$ cat config.mk
export PLATFORM = sky130hd
export DESIGN_NAME = autoconfig_initiator
export DESIGN_NICKNAME = d
export VERILOG_FILES = /design/src/rtl/autoconfig_initiator.sv
export SDC_FILE = /design/constraint.sdc
export NUM_CORES = 1
export LEC_CHECK = 0
export ABC_AREA = 1
export CAP_MARGIN = 20
export CORE_MARGIN = 3
export CORE_UTILIZATION = 50
export CTS_BUF_LIST = sky130_fd_sc_hd__clkbuf_4
export CTS_CLUSTER_DIAMETER = 200
export DETAILED_ROUTE_END_ITERATION = 12
export PLACE_DENSITY_LB_ADDON = 0.1
export SETUP_SLACK_MARGIN = 0.4
export SLEW_MARGIN = 20
export SYNTH_ARGS = -nofsm -noshare
export SYNTH_HDL_FRONTEND = slang
export SYNTH_SLANG_ARGS = --single-unit
$ cat constraint.sdc
create_clock -name CLK -period 2.1 [get_ports CLK]
set_input_delay 0.42 -clock CLK [delete_from_list [all_inputs] [get_ports CLK]]
set_output_delay 0.42 -clock CLK [all_outputs]
set_load 0.05 [all_outputs]
$ cat src/rtl/autoconfig_initiator.sv
// autoconfig_initiator: scans one AUTOCONFIG card over a nibble-wide bus,
// collects its ID registers, then assigns a base address or shuts it up.
// Option: define AUTOCONFIG_SERIAL_READ_EN to also read the 32-bit serial.
// Ports: CLK, RESET_n (async, active-low); start pulse;
//   bus_req/bus_read/bus_addr/bus_dout/bus_din/bus_ack access handshake;
//   CFGIN_n/card_cfgout_n config chain; busy/done/found/error status;
//   er_type/prod_id/mfg_id/serial results.
module autoconfig_initiator #(
    parameter logic [3:0] BASE_NIBBLE = 4'h1,
    parameter logic [7:0] TIMEOUT     = 8'd255
) (
    input  logic        CLK,
    input  logic        RESET_n,
    input  logic        start,
    output logic        bus_req,
    output logic        bus_read,
    output logic [6:0]  bus_addr,
    output logic [3:0]  bus_dout,
    input  logic [3:0]  bus_din,
    input  logic        bus_ack,
    output logic        CFGIN_n,
    input  logic        card_cfgout_n,
    output logic        busy,
    output logic        done,
    output logic        found,
    output logic        error,
    output logic [7:0]  er_type,
    output logic [7:0]  prod_id,
    output logic [15:0] mfg_id,
    output logic [31:0] serial
);

    typedef enum logic [2:0] {
        S_IDLE, S_ENABLE, S_READ, S_CHECK,
        S_WRITE_BASE, S_SHUTUP, S_WAIT_CHAIN, S_FINISH
    } state_t;

`ifdef AUTOCONFIG_SERIAL_READ_EN
    localparam logic [4:0] LAST_IDX = 5'h13;
`else
    localparam logic [4:0] LAST_IDX = 5'h0B;
`endif

    state_t      state_q, state_d;
    logic        req_q, req_d;
    logic        read_q, read_d;
    logic [6:0]  addr_q, addr_d;
    logic [3:0]  dout_q, dout_d;
    logic        cfgin_n_q, cfgin_n_d;
    logic        busy_q, busy_d;
    logic        done_q, done_d;
    logic        found_q, found_d;
    logic        error_q, error_d;
    logic [4:0]  idx_q, idx_d;
    logic [7:0]  cnt_q, cnt_d;
    logic [7:0]  er_type_q, er_type_d;
    logic [7:0]  prod_id_q, prod_id_d;
    logic [15:0] mfg_id_q, mfg_id_d;
    logic        fin, fail;
    logic [3:0]  nib_inv;
    logic [1:0]  mpos;
`ifdef AUTOCONFIG_SERIAL_READ_EN
    logic [31:0] serial_q, serial_d;
    logic [2:0]  spos;
    // index 0x0C lands in nibble 7, 0x13 in nibble 0
    assign spos = 3'd3 - idx_q[2:0];
`endif

    // everything past the type byte is stored inverted on the card
    assign nib_inv = ~bus_din;
    assign mpos    = 2'd3 - idx_q[1:0];

    always_comb begin
        state_d   = state_q;
        req_d     = req_q;
        read_d    = read_q;
        addr_d    = addr_q;
        dout_d    = dout_q;
        cfgin_n_d = cfgin_n_q;
        busy_d    = busy_q;
        done_d    = done_q;
        found_d   = found_q;
        error_d   = error_q;
        idx_d     = idx_q;
        cnt_d     = cnt_q;
        er_type_d = er_type_q;
        prod_id_d = prod_id_q;
        mfg_id_d  = mfg_id_q;
`ifdef AUTOCONFIG_SERIAL_READ_EN
        serial_d  = serial_q;
`endif
        fin  = 1'b0;
        fail = 1'b0;

        case (state_q)
            S_IDLE, S_FINISH: begin
                if (state_q == S_FINISH) state_d = S_IDLE;
                if (start) begin
                    state_d   = S_ENABLE;
                    cfgin_n_d = 1'b0;
                    busy_d    = 1'b1;
                    done_d    = 1'b0;
                    found_d   = 1'b0;
                    error_d   = 1'b0;
                end
            end
            S_ENABLE: begin
                idx_d   = 5'h00;
                state_d = S_READ;
            end
            S_READ: begin
                if (!req_q) begin
                    req_d  = 1'b1;
                    read_d = 1'b1;
                    addr_d = {2'b00, idx_q};
                    cnt_d  = 8'd0;
                end else if (bus_ack) begin
                    req_d = 1'b0;
                    if (idx_q == 5'h00) er_type_d[7:4] = bus_din;
                    else if (idx_q == 5'h01) er_type_d[3:0] = bus_din;
                    else if (idx_q == 5'h02) prod_id_d[7:4] = nib_inv;
                    else if (idx_q == 5'h03) prod_id_d[3:0] = nib_inv;
                    else if (idx_q >= 5'h08 && idx_q <= 5'h0B)
                        mfg_id_d[{mpos, 2'b00} +: 4] = nib_inv;
`ifdef AUTOCONFIG_SERIAL_READ_EN
                    else if (idx_q >= 5'h0C)
                        serial_d[{spos, 2'b00} +: 4] = nib_inv;
`endif
                    if (idx_q == LAST_IDX) state_d = S_CHECK;
                    else if (idx_q == 5'h05) idx_d = 5'h08;
                    else idx_d = idx_q + 5'd1;
                end else if (cnt_q == TIMEOUT) begin
                    fail = 1'b1;
                end else begin
                    cnt_d = cnt_q + 8'd1;
                end
            end
            S_CHECK: begin
                if (er_type_q[7:6] == 2'b10 && mfg_id_q != 16'h0000
                    && mfg_id_q != 16'hFFFF) begin
                    found_d = 1'b1;
                    state_d = S_WRITE_BASE;
                end else begin
                    state_d = S_SHUTUP;
                end
            end
            S_WRITE_BASE, S_SHUTUP: begin
                if (!req_q) begin
                    req_d  = 1'b1;
                    read_d = 1'b0;
                    cnt_d  = 8'd0;
                    if (state_q == S_WRITE_BASE) begin
                        addr_d = 7'h11;
                        dout_d = BASE_NIBBLE;
                    end else begin
                        addr_d = 7'h13;
                        dout_d = 4'h0;
                    end
                end else if (bus_ack) begin
                    req_d   = 1'b0;
                    read_d  = 1'b1;
                    cnt_d   = 8'd0;
                    state_d = S_WAIT_CHAIN;
                end else if (cnt_q == TIMEOUT) begin
                    fail = 1'b1;
                end else begin
                    cnt_d = cnt_q + 8'd1;
                end
            end
            S_WAIT_CHAIN: begin
                if (!card_cfgout_n) fin = 1'b1;
                else if (cnt_q == TIMEOUT) fail = 1'b1;
                else cnt_d = cnt_q + 8'd1;
            end
            default: state_d = S_IDLE;
        endcase

        if (fail) begin
            fin     = 1'b1;
            req_d   = 1'b0;
            read_d  = 1'b1;
            error_d = 1'b1;
            found_d = 1'b0;
        end
        if (fin) begin
            cfgin_n_d = 1'b1;
            busy_d    = 1'b0;
            done_d    = 1'b1;
            state_d   = S_FINISH;
        end
    end

    always_ff @(posedge CLK or negedge RESET_n) begin
        if (!RESET_n) begin
            state_q   <= S_IDLE;
            req_q     <= 1'b0;
            read_q    <= 1'b1;
            addr_q    <= 7'h00;
            dout_q    <= 4'h0;
            cfgin_n_q <= 1'b1;
            busy_q    <= 1'b0;
            done_q    <= 1'b0;
            found_q   <= 1'b0;
            error_q   <= 1'b0;
            idx_q     <= 5'h00;
            cnt_q     <= 8'd0;
            er_type_q <= 8'h00;
            prod_id_q <= 8'h00;
            mfg_id_q  <= 16'h0000;
        end else begin
            state_q   <= state_d;
            req_q     <= req_d;
            read_q    <= read_d;
            addr_q    <= addr_d;
            dout_q    <= dout_d;
            cfgin_n_q <= cfgin_n_d;
            busy_q    <= busy_d;
            done_q    <= done_d;
            found_q   <= found_d;
            error_q   <= error_d;
            idx_q     <= idx_d;
            cnt_q     <= cnt_d;
            er_type_q <= er_type_d;
            prod_id_q <= prod_id_d;
            mfg_id_q  <= mfg_id_d;
        end
    end

`ifdef AUTOCONFIG_SERIAL_READ_EN
    always_ff @(posedge CLK or negedge RESET_n) begin
        if (!RESET_n) serial_q <= 32'h0;
        else serial_q <= serial_d;
    end
    assign serial = serial_q;
`else
    assign serial = 32'h0;
`endif

    assign bus_req  = req_q;
    assign bus_read = read_q;
    assign bus_addr = addr_q;
    assign bus_dout = dout_q;
    assign CFGIN_n  = cfgin_n_q;
    assign busy     = busy_q;
    assign done     = done_q;
    assign found    = found_q;
    assign error    = error_q;
    assign er_type  = er_type_q;
    assign prod_id  = prod_id_q;
    assign mfg_id   = mfg_id_q;

endmodule

==> results.md <==
- Status: completed
- Site Rows: 29
- Sink Count: 61
- Die Ht: 88.5 um
- Crit path time final: 1.70 ns
- Total global-route track usage: 0.205
- Worst setup margin: 0.403 ns
- Post-route cell area: 0.00421 mm2
- R2R setup slack: a little over 0.4 ns
- Die area: 0.00783 mm2
- Leak pwr: about 2.1 nW
- Synth Flop Type: dfrtp_1
- Cell with the most instances after synthesis: nand2_1
- Post-synth top cells: 107 x nand2_1, 59 x dfrtp_1, 42 x nor2_1
- First-pass GRT wire length: 12.5 mm
- Total of max-cap violations: 0
- Clk root buf: clkbuf_4
- GR Util met3: 0.0484
- Layout area overhead: 23.8%
- Initial DRC Count: 210
- Reg2Reg Launch Point: idx_q[1]
- Syn avg cell area: between 7 and 8 um2
- Grt total ovfl: 0
- Met2 Resource Use GR: 0.303
- CTS tree: done
- Fraction of layout cells with a size suffix above 1: 0.252
- I/O Pins: 91
- Critical path fanouts, max: 8
- Worst reg2reg path depth: 8
- Final ANT Viol Nets: 0
- Critical Path RT: 2.38 ns
- Slowest CP cell: dfrtp_2
- Max H-tree Level: 3
- Area of the multi-input gates: around 0.0017 mm2
- Sequential area share after synthesis: 0.449
- Cts hold-fix bufs: 0
- Largest net degree at the start of global routing: 62
- Drt drc: 0
- Finish-stage setup viols: 0
- Hold_ws: between 0.02 and 0.03 ns
- Power per cell area: between 1000 and 1500 mW/mm2
- Unrepaired setup endpoints after global routing: true
- Worst-path clk slew: 0.11 ns
- Synth top area share: 0.434
- Initial antenna violation count: 0
- Routed vias: 2962
- Final-layout fill cell count: between 500 and 600
- Mapped cell area: approximately 0.0034 mm2
- Most frequent CP cell: nand2_2
- Crit. End Element: register
- Critical Path Start Type: register
- Hold Vio Cnt, Final: 0
- Met1 usage: 0.290
- Yosys reg bits: around 60
- Hold crit path type: in -> async
- Fmax: a little under 0.6 GHz
- R2R Path End: mfg_id[6]
- Unique masters post-synth: 33
- Clk buf depth: 2
- CP delay by family, top: simple AND/OR/NAND/NOR gates
- EDFF count, synth: 0
- Buffers and inverters on the worst path: 1
- Via density: 5.13
- WL final: 7.85 mm
- Wirelength per Cell: 13.6 um
- Tcrit/Tclk final: 0.808
- Area contributors post-synth: dfrtp_1 43%, nand2_1 12%, buf_4 9.0%
- Pre-antenna DRT Iters: 6
- Ys async rst share: 1.00
- Total power: 4.43 mW
- Skew-Pair Late Insertion Delay: roughly 0.4 ns
- Worst VDD drop: roughly 0.72 mV
- Core box area: ~0.0065 mm2
- Starting Density: 0.527
- Number of I/O port buffers: 53
- Total number of yosys warnings: 0
- Net count reported at finish: just over 500
- CP Class: reg -> reg
- Number of global-route vias before repair: between 2000 and 3000
- CP arrival: 1.97 ns
- Die X: 88.5 um
- Leading area contributor after synthesis: dfrtp_1
- Ant. Diodes: 0
- Final slew viol count: 0
- Sum Neg Setup Slack: 0 ns
- Worst path cell trace: ha_2 > inv_2 > nor2_4 > nand2_2 > a21oi_4 > nand3_4 > nand2_2 > o31ai_4
- DP Worst Slack: about 0.14 ns
- TritonCTS Buffers: 9
- Dpl hpwl: about 5.7 mm
- Sequential cell area: approximately 0.0015 mm2
- Slowest Stage Delay on Critical Path: between 0.4 and 0.5 ns
- Post-Place Cell Area: ~0.004 mm2
- Routability Congestion: between 0.9 and 1
- Clk_skew: around 0.015 ns
- Syn Inst Count: 426
- Layer with the highest usage: met2
==> worst max-delay path by stage <==
| stage | startpoint | endpoint | slack (ns) | depth (start not counted) |
|---|---|---|---|---|
| final | idx_q[1] | mfg_id[6] | 0.40 | 8 |
| after global routing | idx_q[1] | mfg_id[4] | 0.30 | 7 |
| after CTS | er_type[5] | er_type[5] | 0.40 | 1 |
| after detailed placement | bus_ack | mfg_id[13] | 0.14 | 7 |
| after global placement | bus_ack | mfg_id[1] | 0.20 | 7 |
| after floorplan | idx_q[0] | mfg_id[0] | 0.42 | 7 |
==> layout make-up <==
| type | instances | share of cell area |
|---|---|---|
| Sequential cell | 61 | 0.365 |
| Inverter | 46 | 0.0410 |
| Clock inverter | 5 | 0.0122 |
| Multi-Input combinational cell | 312 | 0.396 |
| Timing Repair Buffer | 65 | 0.143 |
| Clock buffer | 11 | 0.0196 |
| Tap cell | 77 | 0.0229 |
==> where the power goes <==
part | internal (mW) | leakage (nW) | switching (mW) | total, mW
clock | 0.383 | 0.0743 | 0.413 | 0.796
sequential | 1.39 | 0.810 | 0.210 | 1.60
combinational | 0.567 | 1.23 | 1.46 | 2.03
total | 2.34 | 2.12 | 2.09 | 4.43
==> stage by stage <==
step,utilization,instances
global placement,0.605,557
finish,0.652,577
detailed placement,0.605,557
global route,0.652,577
CTS,0.637,577
floorplan,-,462
==> cell usage in the layout (no fill, tap or decap), drive strengths merged <==
master,synthesis,final
nor3,5,5
dfstp,2,2
a21oi,4,4
or2,1,1
dfrtp,59,59
clkinv,0,3
conb,1,37
nand4,5,5
xor2,1,1
ha,6,6
clkdlybuf4s15,0,31
clkdlybuf4s50,0,7
clkinvlp,0,1
o21a,1,1
o22ai,4,4
bufinv,0,1
a31oi,2,2
o211ai,4,4
xnor2,1,1
inv,46,46
nor2,47,47
o31ai,14,14
buf,42,16
clkbuf,1,22
nand3b,1,1
nand2,111,111
o21ai,38,38
nand3,30,30
==> timing repair <==
action / in CTS / in global routing
gates resized for setup: 119 / 45
setup buffers: 4 / 0
pin swaps: 0 / 8
setup endpoints to repair: 74 / 49
==> flip-flops by register name (all words and copies together) (netlist names) <==
register  count
bus_read      1
idx_q         5
er_type       8
busy          1
CFGIN_n       1
prod_id       8
done          1
bus_req       1
bus_addr      5
bus_dout      1
mfg_id       16
cnt_q         8
error         1
state_q       3
found         1
==> logic make-up after synthesis <==
| family | count (synthesis) | synth area share |
|---|---|---|
| other | 1 | 0.00110 |
| buffers and inverters | 89 | 0.144 |
| flip-flops | 61 | 0.449 |
| AND/OR/NAND/NOR | 200 | 0.260 |
| XOR/XNOR | 2 | 0.00515 |
| adder cells (fa/ha/maj) | 6 | 0.0221 |
| AO/OA/AOI/OAI | 67 | 0.119 |
==> routing by layer <==
layer | up-vias | share of wire
met3 | 16 | 0.066
met4 | 0 | 0.018
met1 | 1393 | 0.46
met2 | 106 | 0.46
li1 | 1447 | -
met5 | - | 0
No activity file was read; power rests on OpenSTA's default activity.
